==> config.mk <==
export PLATFORM = sky130hd
export DESIGN_NAME = regfile_writeback_unit_flat
export DESIGN_NICKNAME = d
export VERILOG_FILES = /design/src/rtl/regfile_pkg.sv /design/src/rtl/regfile_writeback_unit_if.sv /design/src/rtl/wb_load_fifo.sv /design/src/rtl/regfile_writeback_unit.sv /design/src/flat_wrapper.sv
export SDC_FILE = /design/constraint.sdc
export NUM_CORES = 1
export LEC_CHECK = 0
export ABC_AREA = 1
export CORE_MARGIN = 2
export CORE_UTILIZATION = 55
export CTS_BUF_LIST = sky130_fd_sc_hd__clkbuf_8
export CTS_CLUSTER_DIAMETER = 120
export DETAILED_ROUTE_END_ITERATION = 12
export GPL_TIMING_DRIVEN = 0
export PLACE_DENSITY_LB_ADDON = 0.08
export SLEW_MARGIN = 30
export SYNTH_ARGS = -nofsm -noshare
export SYNTH_HDL_FRONTEND = slang
export SYNTH_SLANG_ARGS = --single-unit
==> constraint.sdc <==
create_clock -name clk -period 4.6 [get_ports clk]
set_clock_uncertainty 0.05 [all_clocks]
set_input_delay 1.15 -clock clk [delete_from_list [all_inputs] [get_ports clk]]
set_output_delay 1.15 -clock clk [all_outputs]
set_load 0.01 [all_outputs]
==> src/rtl/regfile_pkg.sv <==
// Shared types and helpers for the register-file write-back front end.
// Load entries carry everything needed to align and extend at the FIFO output.
package regfile_pkg;

  localparam int unsigned REG_ADDR_WIDTH = 5;
  localparam int unsigned XLEN           = 32;
  localparam int unsigned NUM_REGS       = 1 << REG_ADDR_WIDTH;
  localparam int unsigned WIDTH_W        = 4;
  localparam int unsigned OFFSET_W       = 2;

  localparam logic [WIDTH_W-1:0] WRITE_WIDTH_BYTE = 4'd1;
  localparam logic [WIDTH_W-1:0] WRITE_WIDTH_HALF = 4'd2;
  localparam logic [WIDTH_W-1:0] WRITE_WIDTH_WORD = 4'd4;

  typedef struct packed {
    logic [REG_ADDR_WIDTH-1:0] rd;
    logic [WIDTH_W-1:0]        width;
    logic                      is_unsigned;
    logic [OFFSET_W-1:0]       offset;
    logic [XLEN-1:0]           raw;
  } ld_entry_t;

  // Any width encoding other than byte/half is handled as a full word.
  function automatic logic [WIDTH_W-1:0] norm_width(input logic [WIDTH_W-1:0] w);
    case (w)
      WRITE_WIDTH_BYTE: norm_width = WRITE_WIDTH_BYTE;
      WRITE_WIDTH_HALF: norm_width = WRITE_WIDTH_HALF;
      default:          norm_width = WRITE_WIDTH_WORD;
    endcase
  endfunction

  function automatic logic [XLEN-1:0] extract_load(input ld_entry_t e);
    logic [7:0]  b;
    logic [15:0] h;
    b = 8'(e.raw >> {e.offset, 3'b000});
    h = e.offset[1] ? e.raw[31:16] : e.raw[15:0];
    case (norm_width(e.width))
      WRITE_WIDTH_BYTE:
        extract_load = e.is_unsigned ? {{(XLEN-8){1'b0}}, b} : {{(XLEN-8){b[7]}}, b};
      WRITE_WIDTH_HALF:
        extract_load = e.is_unsigned ? {{(XLEN-16){1'b0}}, h} : {{(XLEN-16){h[15]}}, h};
      default:
        extract_load = e.raw;
    endcase
  endfunction

endpackage

==> src/rtl/regfile_writeback_unit_if.sv <==
// Bundle of ALU/load result channels, scoreboard issue port and RF write port.
interface regfile_writeback_unit_if;
  import regfile_pkg::*;

  logic                      alu_valid;
  logic                      alu_ready;
  logic [REG_ADDR_WIDTH-1:0] alu_rd;
  logic [XLEN-1:0]           alu_data;

  logic                      ld_valid;
  logic                      ld_ready;
  logic [REG_ADDR_WIDTH-1:0] ld_rd;
  logic [WIDTH_W-1:0]        ld_width;
  logic                      ld_unsigned;
  logic [OFFSET_W-1:0]       ld_byte_offset;
  logic [XLEN-1:0]           ld_raw_data;

  logic                      issue_valid;
  logic [REG_ADDR_WIDTH-1:0] issue_rd;
  logic [NUM_REGS-1:0]       pending_mask;

  logic                      rf_write_enable;
  logic [WIDTH_W-1:0]        rf_write_width;
  logic [REG_ADDR_WIDTH-1:0] rf_write_reg_addr;
  logic [XLEN-1:0]           rf_write_data;

  modport slave (
    input  alu_valid, alu_rd, alu_data,
    input  ld_valid, ld_rd, ld_width, ld_unsigned, ld_byte_offset, ld_raw_data,
    input  issue_valid, issue_rd,
    output alu_ready, ld_ready, pending_mask,
    output rf_write_enable, rf_write_width, rf_write_reg_addr, rf_write_data
  );

  modport master (
    output alu_valid, alu_rd, alu_data,
    output ld_valid, ld_rd, ld_width, ld_unsigned, ld_byte_offset, ld_raw_data,
    output issue_valid, issue_rd,
    input  alu_ready, ld_ready, pending_mask,
    input  rf_write_enable, rf_write_width, rf_write_reg_addr, rf_write_data
  );
endinterface

==> src/rtl/wb_load_fifo.sv <==
// Synchronous FIFO of pending load results; head is visible combinationally.
module wb_load_fifo
  import regfile_pkg::*;
#(
  parameter int unsigned DEPTH = 4
) (
  input  logic      clk,
  input  logic      reset,
  input  logic      push,
  input  ld_entry_t push_data,
  input  logic      pop,
  output ld_entry_t head,
  output logic      full,
  output logic      empty
);

  localparam int unsigned AW = $clog2(DEPTH);

  ld_entry_t     mem [DEPTH];
  logic [AW-1:0] wr_ptr;
  logic [AW-1:0] rd_ptr;
  logic [AW:0]   count;
  logic          push_ok;
  logic          pop_ok;

  assign full    = (count == (AW+1)'(DEPTH));
  assign empty   = (count == '0);
  assign push_ok = push && !full;
  assign pop_ok  = pop && !empty;
  assign head    = mem[rd_ptr];

  always_ff @(posedge clk) begin
    if (push_ok) mem[wr_ptr] <= push_data;
  end

  // Pointers wrap naturally because DEPTH is a power of two.
  always_ff @(posedge clk) begin
    if (reset) begin
      wr_ptr <= '0;
      rd_ptr <= '0;
      count  <= '0;
    end else begin
      if (push_ok) wr_ptr <= wr_ptr + AW'(1);
      if (pop_ok)  rd_ptr <= rd_ptr + AW'(1);
      case ({push_ok, pop_ok})
        2'b10:   count <= count + (AW+1)'(1);
        2'b01:   count <= count - (AW+1)'(1);
        default: count <= count;
      endcase
    end
  end

endmodule

==> src/rtl/regfile_writeback_unit.sv <==
// Merges ALU and load results onto the single RF write port, with load starvation guard.
// Optional pending-register scoreboard enabled by defining WB_SCOREBOARD_EN.
module regfile_writeback_unit
  import regfile_pkg::*;
#(
  parameter int unsigned LD_FIFO_DEPTH = 4,
  parameter int unsigned STARVE_LIMIT  = 8
) (
  input  logic                     clk,
  input  logic                     reset,
  regfile_writeback_unit_if.slave  bus
);

  localparam int unsigned CNT_W = $clog2(STARVE_LIMIT + 1);

  ld_entry_t                 push_entry;
  ld_entry_t                 head;
  logic                      fifo_full;
  logic                      fifo_empty;
  logic                      push;
  logic                      pop;
  logic                      alu_win;
  logic                      alu_ready;
  logic [XLEN-1:0]           load_data;
  logic [CNT_W-1:0]          starve_q;
  logic [CNT_W-1:0]          starve_d;

  logic                      wen_q;
  logic [WIDTH_W-1:0]        width_q;
  logic [REG_ADDR_WIDTH-1:0] addr_q;
  logic [XLEN-1:0]           data_q;

  assign push_entry = '{rd:          bus.ld_rd,
                        width:       bus.ld_width,
                        is_unsigned: bus.ld_unsigned,
                        offset:      bus.ld_byte_offset,
                        raw:         bus.ld_raw_data};

  // ALU is held off for one cycle once the waiting load has lost STARVE_LIMIT times.
  assign alu_ready = (starve_q != CNT_W'(STARVE_LIMIT));
  assign alu_win   = bus.alu_valid && alu_ready;
  assign pop       = !alu_win && !fifo_empty;
  assign push      = bus.ld_valid && !fifo_full;
  assign load_data = extract_load(head);

  assign bus.alu_ready = alu_ready;
  assign bus.ld_ready  = !fifo_full;

  wb_load_fifo #(
    .DEPTH (LD_FIFO_DEPTH)
  ) u_fifo (
    .clk       (clk),
    .reset     (reset),
    .push      (push),
    .push_data (push_entry),
    .pop       (pop),
    .head      (head),
    .full      (fifo_full),
    .empty     (fifo_empty)
  );

  always_comb begin
    starve_d = starve_q;
    if (fifo_empty || pop) starve_d = '0;
    else if (alu_win)      starve_d = starve_q + CNT_W'(1);
  end

  always_ff @(posedge clk) begin
    if (reset) starve_q <= '0;
    else       starve_q <= starve_d;
  end

  // x0 results are consumed normally but never raise the write enable.
  always_ff @(posedge clk) begin
    if (reset) begin
      wen_q   <= 1'b0;
      width_q <= '0;
      addr_q  <= '0;
      data_q  <= '0;
    end else if (alu_win) begin
      wen_q   <= (bus.alu_rd != '0);
      width_q <= WRITE_WIDTH_WORD;
      addr_q  <= bus.alu_rd;
      data_q  <= bus.alu_data;
    end else if (pop) begin
      wen_q   <= (head.rd != '0);
      width_q <= norm_width(head.width);
      addr_q  <= head.rd;
      data_q  <= load_data;
    end else begin
      wen_q   <= 1'b0;
    end
  end

  assign bus.rf_write_enable   = wen_q;
  assign bus.rf_write_width    = width_q;
  assign bus.rf_write_reg_addr = addr_q;
  assign bus.rf_write_data     = data_q;

`ifdef WB_SCOREBOARD_EN
  logic [NUM_REGS-1:0] pending_q;
  logic [NUM_REGS-1:0] pending_d;

  // Set is applied after clear so a same-cycle reissue keeps the bit pending.
  always_comb begin
    pending_d = pending_q;
    if (wen_q) pending_d[addr_q] = 1'b0;
    if (bus.issue_valid && (bus.issue_rd != '0)) pending_d[bus.issue_rd] = 1'b1;
  end

  always_ff @(posedge clk) begin
    if (reset) pending_q <= '0;
    else       pending_q <= pending_d;
  end

  assign bus.pending_mask = pending_q;
`else
  logic unused_issue;
  assign unused_issue     = ^{bus.issue_valid, bus.issue_rd};
  assign bus.pending_mask = '0;
`endif

endmodule

==> src/flat_wrapper.sv <==
// flat-port wrapper written by rule: the top's interface ports become plain ports
module regfile_writeback_unit_flat import regfile_pkg::*;
#(
  parameter int unsigned LD_FIFO_DEPTH = 4,
  parameter int unsigned STARVE_LIMIT  = 8
)
  (clk, reset, bus_alu_valid, bus_alu_rd, bus_alu_data, bus_ld_valid, bus_ld_rd, bus_ld_width, bus_ld_unsigned, bus_ld_byte_offset, bus_ld_raw_data, bus_issue_valid, bus_issue_rd, bus_alu_ready, bus_ld_ready, bus_pending_mask, bus_rf_write_enable, bus_rf_write_width, bus_rf_write_reg_addr, bus_rf_write_data);
  regfile_writeback_unit_if bus_i ();
  input  logic clk;
  input  logic reset;
  input wire logic [$bits(bus_i.alu_valid)-1:0] bus_alu_valid;
  input wire logic [$bits(bus_i.alu_rd)-1:0] bus_alu_rd;
  input wire logic [$bits(bus_i.alu_data)-1:0] bus_alu_data;
  input wire logic [$bits(bus_i.ld_valid)-1:0] bus_ld_valid;
  input wire logic [$bits(bus_i.ld_rd)-1:0] bus_ld_rd;
  input wire logic [$bits(bus_i.ld_width)-1:0] bus_ld_width;
  input wire logic [$bits(bus_i.ld_unsigned)-1:0] bus_ld_unsigned;
  input wire logic [$bits(bus_i.ld_byte_offset)-1:0] bus_ld_byte_offset;
  input wire logic [$bits(bus_i.ld_raw_data)-1:0] bus_ld_raw_data;
  input wire logic [$bits(bus_i.issue_valid)-1:0] bus_issue_valid;
  input wire logic [$bits(bus_i.issue_rd)-1:0] bus_issue_rd;
  output wire logic [$bits(bus_i.alu_ready)-1:0] bus_alu_ready;
  output wire logic [$bits(bus_i.ld_ready)-1:0] bus_ld_ready;
  output wire logic [$bits(bus_i.pending_mask)-1:0] bus_pending_mask;
  output wire logic [$bits(bus_i.rf_write_enable)-1:0] bus_rf_write_enable;
  output wire logic [$bits(bus_i.rf_write_width)-1:0] bus_rf_write_width;
  output wire logic [$bits(bus_i.rf_write_reg_addr)-1:0] bus_rf_write_reg_addr;
  output wire logic [$bits(bus_i.rf_write_data)-1:0] bus_rf_write_data;
  assign bus_i.alu_valid = bus_alu_valid;
  assign bus_i.alu_rd = bus_alu_rd;
  assign bus_i.alu_data = bus_alu_data;
  assign bus_i.ld_valid = bus_ld_valid;
  assign bus_i.ld_rd = bus_ld_rd;
  assign bus_i.ld_width = bus_ld_width;
  assign bus_i.ld_unsigned = bus_ld_unsigned;
  assign bus_i.ld_byte_offset = bus_ld_byte_offset;
  assign bus_i.ld_raw_data = bus_ld_raw_data;
  assign bus_i.issue_valid = bus_issue_valid;
  assign bus_i.issue_rd = bus_issue_rd;
  assign bus_alu_ready = bus_i.alu_ready;
  assign bus_ld_ready = bus_i.ld_ready;
  assign bus_pending_mask = bus_i.pending_mask;
  assign bus_rf_write_enable = bus_i.rf_write_enable;
  assign bus_rf_write_width = bus_i.rf_write_width;
  assign bus_rf_write_reg_addr = bus_i.rf_write_reg_addr;
  assign bus_rf_write_data = bus_i.rf_write_data;
  regfile_writeback_unit #(.LD_FIFO_DEPTH(LD_FIFO_DEPTH), .STARVE_LIMIT(STARVE_LIMIT)) u_core (.clk(clk), .reset(reset), .bus(bus_i));
endmodule
-- Yosys cells after proc, flatten, opt, wreduce, memory -nomap -nowiden
Memory sizes are Yosys's and may differ from the RTL's. A register that Yosys moved wholly into a read port is not among the register bits.
Index checks and enable logic that the tools add are counted.
- bits in registers: 52
- memory bits (writable): 176
- input port bits: 91
- output and inout bits: 76
- logic and storage cells: 58
- memories kept: 1
- add/subtract/negate cells: 5
- eq/ne operators: 8
- shift operators: 1
- muxes and demuxes: 18
- reduce and logical (&&, ||, !) cells: 16
- memories (memory ; words ; width ; rd ports ; clocked after memory_dff ; write ports ; line ; RTL):
    u_core.u_fifo.mem ; 4 ; 44 ; 1 ; 1 ; 1 ; wb_load_fifo.sv:19 ; ld_entry_t mem [DEPTH];
- operators by type and width (kind ; number):
    two-way mux 32 bit ; 4
    case mux 32 bit (2 select lines) ; 1
    >> shifter 32 x 5 -> 8 bit ; 1
    two-way mux 16 bit ; 1
    case mux 3 bit (2 select lines) ; 2
    two-way mux 5 bit ; 2
    nonzero test 5 bit ; 2
    two-way mux 3 bit ; 2
    logical AND 1 bit ; 5
    adder 2 x 1 -> 2 bit, second input constant ; 2
    adder 4 x 1 -> 4 bit, second input constant ; 1
    == test 4 x 1 -> 1 bit, second input constant ; 1
    == test 4 x 2 -> 1 bit, second input constant ; 1
    two-way mux 1 bit ; 4
    two-way mux 2 bit ; 2
    inequality test 4 bit, second input constant ; 1
    nonzero test 2 bit ; 2
    OR reduction 2 bit ; 2
    adder 3 x 1 -> 3 bit, second input constant ; 1
    == test 3 x 1 -> 1 bit, second input constant ; 1
    == test 3 x 2 -> 1 bit, second input constant ; 1
    == test 3 bit, second input constant ; 1
    zero test 1 bit ; 3
    zero test 3 bit ; 1
    other kinds (4) ; 4

-- Depth between registers and ports, before layout
- word-level depth: 7
- gate-level depth with buffers: 19
- gate-level depth less buffers: 16

-- Hierarchy
A second synthesis with hierarchy kept.
- cells, all modules: 1018
- area, all modules: 10278.6 um2
- modules (own cells, without submodules) (module ; times used ; cells an instance ; area an instance (um2) ; sequential area each (um2)):
    wb_load_fifo ; 1 ; 495 ; 7094.3 ; 5465.2
    regfile_writeback_unit ; 1 ; 523 ; 3184.3 ; 900.9

-- Least setup slack after synthesis
No wires, ideal clock.
- kind: input to register
- start: in bus_ld_valid
- end: mem u_core.u_fifo.mem[0][0] (netlist bit) (enable)
- setup time: 0.446 ns
- arrival time: 3.177 ns
- data required time: 4.104 ns
- slack: 0.927 ns
- cell stages on the path: 2
- path buffers: 0
- path through: nand2_1 > nor2_1
- cells in the longest elaborated chain, start to end: 4
- RTL lines (what ; line ; RTL):
    start, declared ; flat_wrapper.sv:14 ; input wire logic [$bits(bus_i.ld_valid)-1:0] bus_ld_valid;
    logical AND 1 bit ; regfile_writeback_unit.sv:43 ; assign push = bus.ld_valid && !fifo_full;
    logical AND 1 bit ; wb_load_fifo.sv:28 ; assign push_ok = push && !full;
    two-way mux 1 bit ; wb_load_fifo.sv:33 ; if (push_ok) mem[wr_ptr] <= push_data;
    two-way mux 1 bit (implied by the code) ; wb_load_fifo.sv:33 ;
    end, declared ; wb_load_fifo.sv:19 ;
No other way between the ends.

==> flow_summary.json <==
{
  "cts_buffers": 38,
  "place_area_mm2": 0.0123,
  "yosysWarnings": 0,
  "ys_ff_latch": 230,
  "diodes": 0,
  "dieArea_mm2": 0.0199,
  "crit_fanout": 10,
  "rsz0062_at_grt": "false",
  "drt-met1-wl_um": 10900,
  "grt_pass1_wl_um": 39500,
  "p_leak_nw": 5.46,
  "grt_use_total": 0.258,
  "reg2reg_depth": 14,
  "final_common_cell": "nand2_1",
  "pin_count": 167,
  "cts_tree": "yes",
  "avgViaCountPerCell": 5.18,
  "grt.overflow.total": 0,
  "wirelength_um": 25400,
  "hold_violations": 0,
  "die_x_um": 141,
  "grt_pass1_vias": 7571,
  "grt_max_degree": 21,
  "clkLatencyLatePin_ns": 0.54,
  "routedWlPerCell_um": 16.9,
  "worst_setup_path_end_kind": "register",
  "clock-sinks": 230,
  "cts-htree-levels": 2,
  "ir_worst_vdd_mv": 0.315,
  "synth_cell_types": 45,
  "ys_top_cells_by_area": "edfxtp_1 (51%), nand2_1 (11%), dfxtp_1 (10%)",
  "postCtsSetupRepairBufs": 0,
  "dr_wl_met3_um": 2090,
  "placed_cells": 1429,
  "drt_iter0_drc": 504,
  "holdWs_ns": 0.417,
  "fin_crit_ns": 3.76,
  "layout.cells.non_filler": 1498,
  "syn_area_mm2": 0.0103,
  "highest_layer": "met4",
  "drv_slew": 0,
  "slew-limit-headroom": 0.528,
  "ys_async_sr_fraction": 0,
  "nNetsFinal": 1337,
  "critPathKind": "reg2reg",
  "max_cap_viol_count": 0,
  "max_freq_mhz": 266,
  "synth_cells": 1028,
  "synth_edf_count": 176,
  "initial_core_util": 0.556,
  "port_buffers": 127,
  "setup_violations": 0,
  "met2_length_um": 11800,
  "status": "finished clean",
  "clockBufferDepth": 3,
  "hold_depth": 2,
  "grt_antenna_before_repair": 0,
  "startpoint_type": "register",
  "crit_arrival_ns": 4.10,
  "ys_seq_area_frac": 0.617,
  "postCtsHoldBufs": 0,
  "dieHeight_um": 141,
  "syn_area_per_cell_um2": 10.0,
  "final_cell_mix": "nand2_1 (312), edfxtp_1 (176), clkdlybuf4s50_1 (127), inv_1 (120), nand3_1 (81)",
  "min-delay-start": "u_core.bus.rf_write_reg_addr[3]",
  "ctsResizeCount": 0,
  "required_ns": 4.94,
  "drc": 0,
  "fin_crit_sh": 0.818,
  "p_per_area_mw_per_mm2": 497,
  "path_clk_slew_ns": 0.06,
  "synth_ff_type": "edfxtp_1",
  "finalInstanceArea_mm2": 0.0130,
  "worstMarginPinSlew_ns": 0.701,
  "drtPass1Iterations": 6,
  "fp-row-count": 50,
  "root_buffer": "clkbuf_8",
  "drive_gt1_frac": 0.127,
  "gp_congestion": 0.958,
  "dp_hpwl_um": 18000,
  "antenna_left": 0,
  "core_area_mm2": 0.0186,
  "vias": 7766,
  "area_growth_pct": 25.6,
  "yosysTopAreaCell": "edfxtp_1",
  "synthDominantCellAreaShare": 0.512,
  "final_util": 0.698,
  "hold_class": "reg2reg"
}
## Yosys cell counts (2+ instances only)
cell type,number
nand2_1,312
edfxtp_1,176
inv_1,102
nand3_1,81
dfxtp_1,54
a21oi_1,50
buf_4,42
o21ai_0,37
nor2_1,33
buf_2,21
o221ai_1,16
clkbuf_1,14
a22o_1,12
ha_1,10
nand2_2,8
a21oi_2,7
buf_6,5
a21oi_4,3
a31oi_1,3
a32o_1,3
inv_2,3
nand2_4,3
nand3_2,3
o211ai_1,3
o21ai_1,3
a221oi_1,2
o21a_1,2
o22ai_1,2
o31ai_1,2
## metal layers
metal | up-vias | global-route usage
li1 | 3821 | -
met1 | 3564 | 0.337
met2 | 329 | 0.424
met3 | 52 | 0.0605
met4 | 0 | 0.0926
met5 | - | 0
## state kept, by name, indices dropped and copies added, names as in the netlist, named ones only
signal and count:
u_core.bus.rf_write_data 32, u_core.bus.rf_write_enable 1, u_core.bus.rf_write_reg_addr 5, u_core.bus.rf_write_width 3
u_core.starve_q 4, u_core.u_fifo.count 3, u_core.u_fifo.mem 176, u_core.u_fifo.rd_ptr 2
u_core.u_fifo.wr_ptr 2
## stage by stage
step | total power [W] | setup slack (ns) | setup TNS [ns]
2_1_floorplan | 0.00395 | 0.927 | 0
3_3_place_gp | 0.00472 | -1.12 | -191.55
3_5_place_dp | 0.00479 | 0.814 | 0
4_1_cts | 0.00646 | 0.970 | 0
5_1_grt | 0.00683 | 0.588 | 0
6_report | 0.00645 | 0.838 | 0
## cell families after synthesis
group / share of synthesized area
and+or+nand+nor: 0.181
DFF: 0.617
buffers and inverters: 0.0926
AOI/OAI and AO/OA: 0.0934
adders and majority gates: 0.0141
xor gates and xnor gates: 0.00170
other: 0.000363
## where the power goes
part	leakage (nW)	internal (W)	switching, W
Sequential	2.06	0.00250	0.0000964
Combinational	2.97	0.000795	0.00139
Clock	0.429	0.000882	0.000788
## path summary, 6_finish.rpt
check	to	slack [ns]
max reg2reg	u_core.bus.rf_write_data[7]	0.84
max	u_core.bus.rf_write_data[7]	0.84
min reg2reg	u_core.bus.rf_write_reg_addr[3]	0.42
min	u_core.bus.rf_write_reg_addr[3]	0.42
## cell type report
type                            instances  area, um^2
Sequential cell                       230        6370
Fill cell                            1421        5610
Multi-Input combinational cell        640        3150
Timing Repair Buffer                  135        1490
Clock buffer                           41         564
Buffer                                 84         553
Inverter                              106         403
Tap cell                              234         293
Clock inverter                         28         146
## worst max-delay path, stage by stage (launching register included)
cell	delay (ns)
dfxtp_1	0.32
buf_6	0.15
buf_4	0.20
buf_2	0.28
nor2_1	0.09
o22a_1	0.22
nor3_2	0.32
inv_1	0.11
ha_1	0.30
clkbuf_1	0.21
inv_1	0.26
clkbuf_1	0.42
nand2_1	0.09
o21ai_0	0.46
a21oi_1	0.12
Power figures use the tool's default switching activity.
